<file path="src/rtl/uart_core.sv">
// uart_core: full-duplex 8N1 UART with AXI-Stream byte interfaces and a run-time prescale.
// Define UART_CORE_LOOPBACK_EN to add a loopback input that feeds txd into the receiver.
module uart_core #(
  parameter int DATA_WIDTH = 8
) (
  input  logic                  clk,
  input  logic                  rst,
  input  logic [DATA_WIDTH-1:0] s_axis_tdata,
  input  logic                  s_axis_tvalid,
  output logic                  s_axis_tready,
  output logic [DATA_WIDTH-1:0] m_axis_tdata,
  output logic                  m_axis_tvalid,
  input  logic                  m_axis_tready,
  input  logic                  rxd,
  output logic                  txd,
  output logic                  tx_busy,
  output logic                  rx_busy,
  input  logic [15:0]           prescale,
  output logic                  rx_overrun_error,
  output logic                  rx_frame_error
`ifdef UART_CORE_LOOPBACK_EN
  ,
  input  logic                  loopback
`endif
);
  localparam int CW = 19;
  typedef enum logic [1:0] {IDLE, START, DATA, STOP} state_t;
  // Reload values are "period minus one" so a counter reaching zero marks the last clock.
  function automatic logic [CW-1:0] bit_m1(input logic [15:0] p);
    return {(p == 16'd0 ? 16'd1 : p), 3'b000} - CW'(1);
  endfunction
  function automatic logic [CW-1:0] half_m1(input logic [15:0] p);
    return {1'b0, (p == 16'd0 ? 16'd1 : p), 2'b00} - CW'(1);
  endfunction
  state_t                tx_state, tx_next;
  logic                  tx_armed;
  logic [CW-1:0]         tx_cnt;
  logic [15:0]           tx_p;
  logic [DATA_WIDTH-1:0] tx_sh;
  logic [4:0]            tx_idx;
  logic                  tx_tick, tx_last, tx_go;
  assign tx_tick = tx_cnt == '0;
  assign tx_last = tx_idx == 5'(DATA_WIDTH - 1);
  assign tx_go   = s_axis_tvalid && s_axis_tready;
  always_ff @(posedge clk or negedge rst)
    if (!rst) tx_state <= IDLE;
    else      tx_state <= tx_next;
  always_comb begin
    tx_next = tx_state;
    case (tx_state)
      IDLE:    tx_next = tx_go ? START : IDLE;
      START:   tx_next = tx_tick ? DATA : START;
      DATA:    tx_next = tx_tick && tx_last ? STOP : DATA;
      STOP:    tx_next = tx_tick ? IDLE : STOP;
      default: tx_next = IDLE;
    endcase
  end
  always_comb begin
    s_axis_tready = tx_armed && tx_state == IDLE;
    tx_busy       = tx_state != IDLE;
    txd           = tx_state == START ? 1'b0 : tx_state == DATA ? tx_sh[0] : 1'b1;
  end
  always_ff @(posedge clk or negedge rst)
    if (!rst) begin
      tx_armed <= 1'b0;
      tx_cnt   <= '0;
      tx_p     <= '0;
      tx_sh    <= '0;
      tx_idx   <= '0;
    end else begin
      tx_armed <= 1'b1;
      if (tx_go) begin
        tx_sh  <= s_axis_tdata;
        tx_p   <= prescale;
        tx_cnt <= bit_m1(prescale);
        tx_idx <= '0;
      end else if (tx_state != IDLE) begin
        tx_cnt <= tx_tick ? bit_m1(tx_p) : tx_cnt - CW'(1);
        if (tx_tick && tx_state == DATA) begin
          tx_sh  <= tx_sh >> 1;
          tx_idx <= tx_idx + 5'd1;
        end
      end
    end
  logic                  rx_in, rx_s1, rx_s;
  state_t                rx_state, rx_next;
  logic [CW-1:0]         rx_cnt;
  logic [15:0]           rx_p;
  logic [DATA_WIDTH-1:0] rx_sh;
  logic [DATA_WIDTH:0]   rx_cat;
  logic [4:0]            rx_idx;
  logic                  rx_wait, rx_tick, rx_last, rx_stop;
`ifdef UART_CORE_LOOPBACK_EN
  assign rx_in = loopback ? txd : rxd;
`else
  assign rx_in = rxd;
`endif
  assign rx_tick = rx_cnt == '0;
  assign rx_last = rx_idx == 5'(DATA_WIDTH - 1);
  assign rx_cat  = {rx_s, rx_sh};
  assign rx_stop = rx_state == STOP && rx_tick;
  always_ff @(posedge clk or negedge rst)
    if (!rst) rx_state <= IDLE;
    else      rx_state <= rx_next;
  // rx_wait holds off re-arming after a frame until the line has gone idle again.
  always_comb begin
    rx_next = rx_state;
    case (rx_state)
      IDLE:    rx_next = !rx_s && !rx_wait ? START : IDLE;
      START:   rx_next = rx_tick ? (rx_s ? IDLE : DATA) : START;
      DATA:    rx_next = rx_tick && rx_last ? STOP : DATA;
      STOP:    rx_next = rx_tick ? IDLE : STOP;
      default: rx_next = IDLE;
    endcase
  end
  always_comb rx_busy = rx_state != IDLE;
  always_ff @(posedge clk or negedge rst)
    if (!rst) begin
      rx_s1            <= 1'b1;
      rx_s             <= 1'b1;
      rx_cnt           <= '0;
      rx_p             <= '0;
      rx_sh            <= '0;
      rx_idx           <= '0;
      rx_wait          <= 1'b0;
      m_axis_tdata     <= '0;
      m_axis_tvalid    <= 1'b0;
      rx_overrun_error <= 1'b0;
      rx_frame_error   <= 1'b0;
    end else begin
      rx_s1 <= rx_in;
      rx_s  <= rx_s1;
      if (rx_state == IDLE && rx_next == START) begin
        rx_p   <= prescale;
        rx_cnt <= half_m1(prescale);
        rx_idx <= '0;
      end else if (rx_state != IDLE) begin
        rx_cnt <= rx_tick ? bit_m1(rx_p) : rx_cnt - CW'(1);
        if (rx_tick && rx_state == DATA) begin
          rx_sh  <= rx_cat[DATA_WIDTH:1];
          rx_idx <= rx_idx + 5'd1;
        end
      end
      rx_wait          <= rx_stop ? 1'b1 : rx_s ? 1'b0 : rx_wait;
      m_axis_tdata     <= rx_stop && rx_s ? rx_sh : m_axis_tdata;
      m_axis_tvalid    <= rx_stop && rx_s ? 1'b1 : m_axis_tready ? 1'b0 : m_axis_tvalid;
      rx_overrun_error <= rx_stop && rx_s && m_axis_tvalid && !m_axis_tready;
      rx_frame_error   <= rx_stop && !rx_s;
    end
endmodule

</file>
<file path="config.mk">
export PLATFORM = sky130hd
export DESIGN_NAME = uart_core
export DESIGN_NICKNAME = d
export VERILOG_FILES = /design/src/rtl/uart_core.sv
export SDC_FILE = /design/constraint.sdc
export NUM_CORES = 1
export LEC_CHECK = 0
export BUFFER_PORTS_ARGS = -buffer_cell sky130_fd_sc_hd__buf_2
export CAP_MARGIN = 25
export CORE_ASPECT_RATIO = 1.25
export CORE_UTILIZATION = 45
export CTS_CLUSTER_DIAMETER = 100
export DETAILED_ROUTE_END_ITERATION = 7
export HOLD_SLACK_MARGIN = 0.12
export SETUP_SLACK_MARGIN = 0.1
export SLEW_MARGIN = 20
export SYNTH_ARGS = -nofsm -noshare
export SYNTH_HDL_FRONTEND = slang
export SYNTH_SLANG_ARGS = --single-unit
</file>
<file path="constraint.sdc">
create_clock -name clk -period 3.1 [get_ports clk]
set_clock_uncertainty 0.2 [all_clocks]
set_input_delay 0.31 -clock clk [delete_from_list [all_inputs] [get_ports clk]]
set_output_delay 0.31 -clock clk [all_outputs]
set_load 0.005 [all_outputs]
</file>
==> metrics.cfg <==
[placed_design]
gp_congestion = 0.982
hpwl_um = 14100
io_buffers = 43

[floorplan]
fp.dieH_um = 138
dieArea_mm2 = 0.0153
coreArea_mm2 = 0.0144
rows = 49
pin_count = 44
start_util_pct = 46.3
dieWidth_um = 111

[global_routing]
grt-ovfl-total = 0
grt.total_usage_pct = 26.6
grt_pass1_wl_um = 32000
antenna_found_initial = 0
grt_max_degree = 49
grt_pass1_vias = 5984

[clock_tree]
cts_tree = built
path_clk_slew_ns = 0.06
worstSkewPairLatency_ns = 0.42
cts.sinks = 115
numCtsBuffers = 17
cts_root_buf = clkbuf_16
htreeDepth = 4
clock_path_buffers = 2
post-cts-setup-buffer-count = 0

[synth]
synth_cell_type_count = 71
ys_warn_count = 0
postSynthAreaPerCell_um2 = 8.89
synth_largest_area_cell = dfrtp_1
synth_top_cell_area_share_pct = 42.4
synth_most_common_cell = nand2_1
ys_top_cells_by_area = dfrtp_1, nand2_1, o21ai_0, mux2_2, nor2_1
synth.cell_area_mm2 = 0.00668
yosys_most_used_dff = dfrtp_1
synth-edff-count = 0
ys_seq_area_share_pct = 43.1
synthArstFlopShare_pct = 100
synth.net_count = 787
synth_cells = 751
synth_common_cells = nand2_1, dfrtp_1, nor2_1, o21ai_0, nor3_1
synth_seq_cells = 115

[sta]
tightest_slew_ns = 0.714
hold_violations = 0
maxSlewViolCount = 0
slew_headroom_pct = 52.0
finalCritPeriodShare_pct = 91.5
fin_setup_tns_ns = 0
hold_ws_ns = 0.136
max_freq_mhz = 353
period_needed_ns = 2.84
rsz0062_at_grt = false
setup_violations = 0

[layout]
drive_above_1_share_pct = 20.9
diodes = 0
fin_nets = 891
num-fill-cells = 1302
syn_to_final_growth_pct = 23.7

[worst_setup_path]
rr_endpoint = m_axis_tdata[3]
reg2regPathDepth = 7
crit_chain = inv_1 -> ha_1 -> or3b_2 -> or3_1 -> or3_4 -> nor2_8 -> mux2_2
crit_start = rx_cnt[1]
timing.rr.start = rx_cnt[1]
cp-end-kind = flip-flop
required_ns = 3.20
r2r_setup_slack_ns = 0.26
worstSetupStartpointType = flip-flop
arrival_ns = 2.94
slowest_stage = or3b_2
cp_max_fo = 10
critical_path.endpoint = m_axis_tdata[3]
slowest_delay_ns = 0.46
crit_type = reg2reg

[pwr]
p_leak_nw = 3.52
ir_drop_mv = 0.345
p_per_area_mw_per_mm2 = 497

[worst_hold_path]
hold_path_class = in2reg
hold_depth = 4

[route]
routedWlPerCell_um = 18.7
vias = 6145
drc = 0
finalWirelength_um = 19600
ant_nets = 0
drt_iter0_markers = 654
via_per_inst = 5.87
drtPass1Iterations = 5

[flow_run]
maxCapViolCount = 0

[status]
status = completed

flip-flops by register name (all words and copies together), names as in the netlist:
| signal | count |
|---|---|
| m_axis_tvalid | 1 |
| tx_sh | 8 |
| rx_frame_error | 1 |
| rx_s | 1 |
| rx_cnt | 19 |
| rx_sh | 8 |
| tx_idx | 5 |
| tx_cnt | 19 |
| rx_overrun_error | 1 |
| m_axis_tdata | 8 |
| rx_idx | 5 |
| rx_wait | 1 |
| tx_state | 2 |
| rx_state | 2 |
| tx_p | 16 |
| rx_p | 16 |
| tx_armed | 1 |
| rx_s1 | 1 |
repair_timing:
action	CTS	global route
pin swaps	0	0
endpoints found under the setup margin	1	34
hold buffers	25	0
gates resized for setup	1	8
hold endpoints to repair	83	0
cloned	0	0
per-layer routing:
layer	routed length, um	GRT usage (%)
met5	0	0
met2	9620	44.0
met3	873	4.73
met1	8440	34.1
met4	671	11.5
worst min path at each step:
stage	slack [ns]	startpoint	end
2_1_floorplan	-0.19	rst	m_axis_tdata[0]
3_3_place_gp	0.15	rx_s1	rx_s
3_5_place_dp	0.15	rx_s1	rx_s
4_1_cts	0.13	prescale[12]	tx_p[12]
5_1_grt	0.15	prescale[13]	tx_p[13]
6_report	0.14	prescale[12]	tx_p[12]
layout by cell type (no fill, tap or decap), types with 5 or more instances in the layout:
| cell | instances |
|---|---|
| inv_1 | 14 |
| nand2b_1 | 7 |
| xnor2_1 | 24 |
| a221o_1 | 5 |
| nor2_1 | 55 |
| nand4_1 | 15 |
| dlygate4sd3_1 | 25 |
| or2_2 | 7 |
| and2_1 | 5 |
| o31ai_1 | 13 |
| or4_1 | 17 |
| buf_4 | 55 |
| clkinvlp_4 | 7 |
| o211ai_1 | 5 |
| nand3_1 | 17 |
| clkbuf_16 | 17 |
| xor2_1 | 12 |
| nor4_1 | 19 |
| buf_2 | 42 |
| nand4b_1 | 5 |
| a31oi_1 | 6 |
| nor3_1 | 31 |
| dfrtp_1 | 113 |
| nand2_1 | 139 |
| or3_1 | 9 |
| a21oi_1 | 23 |
| o21ai_0 | 43 |
| mux2_2 | 19 |
| mux2i_1 | 20 |
| ha_1 | 7 |
critical path, delay by kind of cell, from the launching register on:
family	cells	cell delay, ns
multiplexers	1	0.36
adder cells (fa/ha/maj)	1	0.19
flip-flops	1	0.40
buffers and inverters	1	0.08
AND/OR/NAND/NOR	4	1.47
cells by family (layout without fill, tap and decap cells):
group	count (synthesis)	after routing	share of synthesized area, %
buffers and inverters	55	172	3.60
other	1	1	0.0562
flip-flops	115	115	43.1
adder cells (fa/ha/maj)	7	7	1.31
AND/OR/NAND/NOR	352	352	26.4
multiplexers	39	39	6.20
XOR/XNOR	36	36	4.72
AO/OA/AOI/OAI	146	146	14.6
where the power goes:
group | total [mW] | switching [mW] | internal (mW) | leakage, nW
clock network | 1.98 | 0.726 | 1.26 | 0.267
registers | 1.69 | 0.103 | 1.59 | 1.37
logic | 0.433 | 0.226 | 0.207 | 1.88
total | 4.11 | 1.06 | 3.05 | 3.52
cell type report:
type | count | area (um^2) | area share [%]
Multi-Input combinational cell | 581 | 3590 | 43.5
Sequential cell | 115 | 2880 | 34.9
Timing Repair Buffer | 124 | 905 | 11.0
Clock buffer | 19 | 433 | 5.24
Tap cell | 178 | 223 | 2.70
Clock inverter | 13 | 161 | 1.95
Inverter | 16 | 60.1 | 0.727
metrics by stage:
step	area, um^2	power [mW]	cells	utilization [%]	setup slack [ns]
floorplan	6680	1.91	751	-	0.106
global placement	7370	2.10	989	51.2	0.165
detailed placement	7370	2.11	989	51.2	0.0665
CTS	8220	4.12	1046	57.1	0.101
global route	8260	4.25	1046	57.3	0.127
finish	8260	4.11	1046	57.3	0.264
Note: power is estimated with default switching activity, not from simulation.
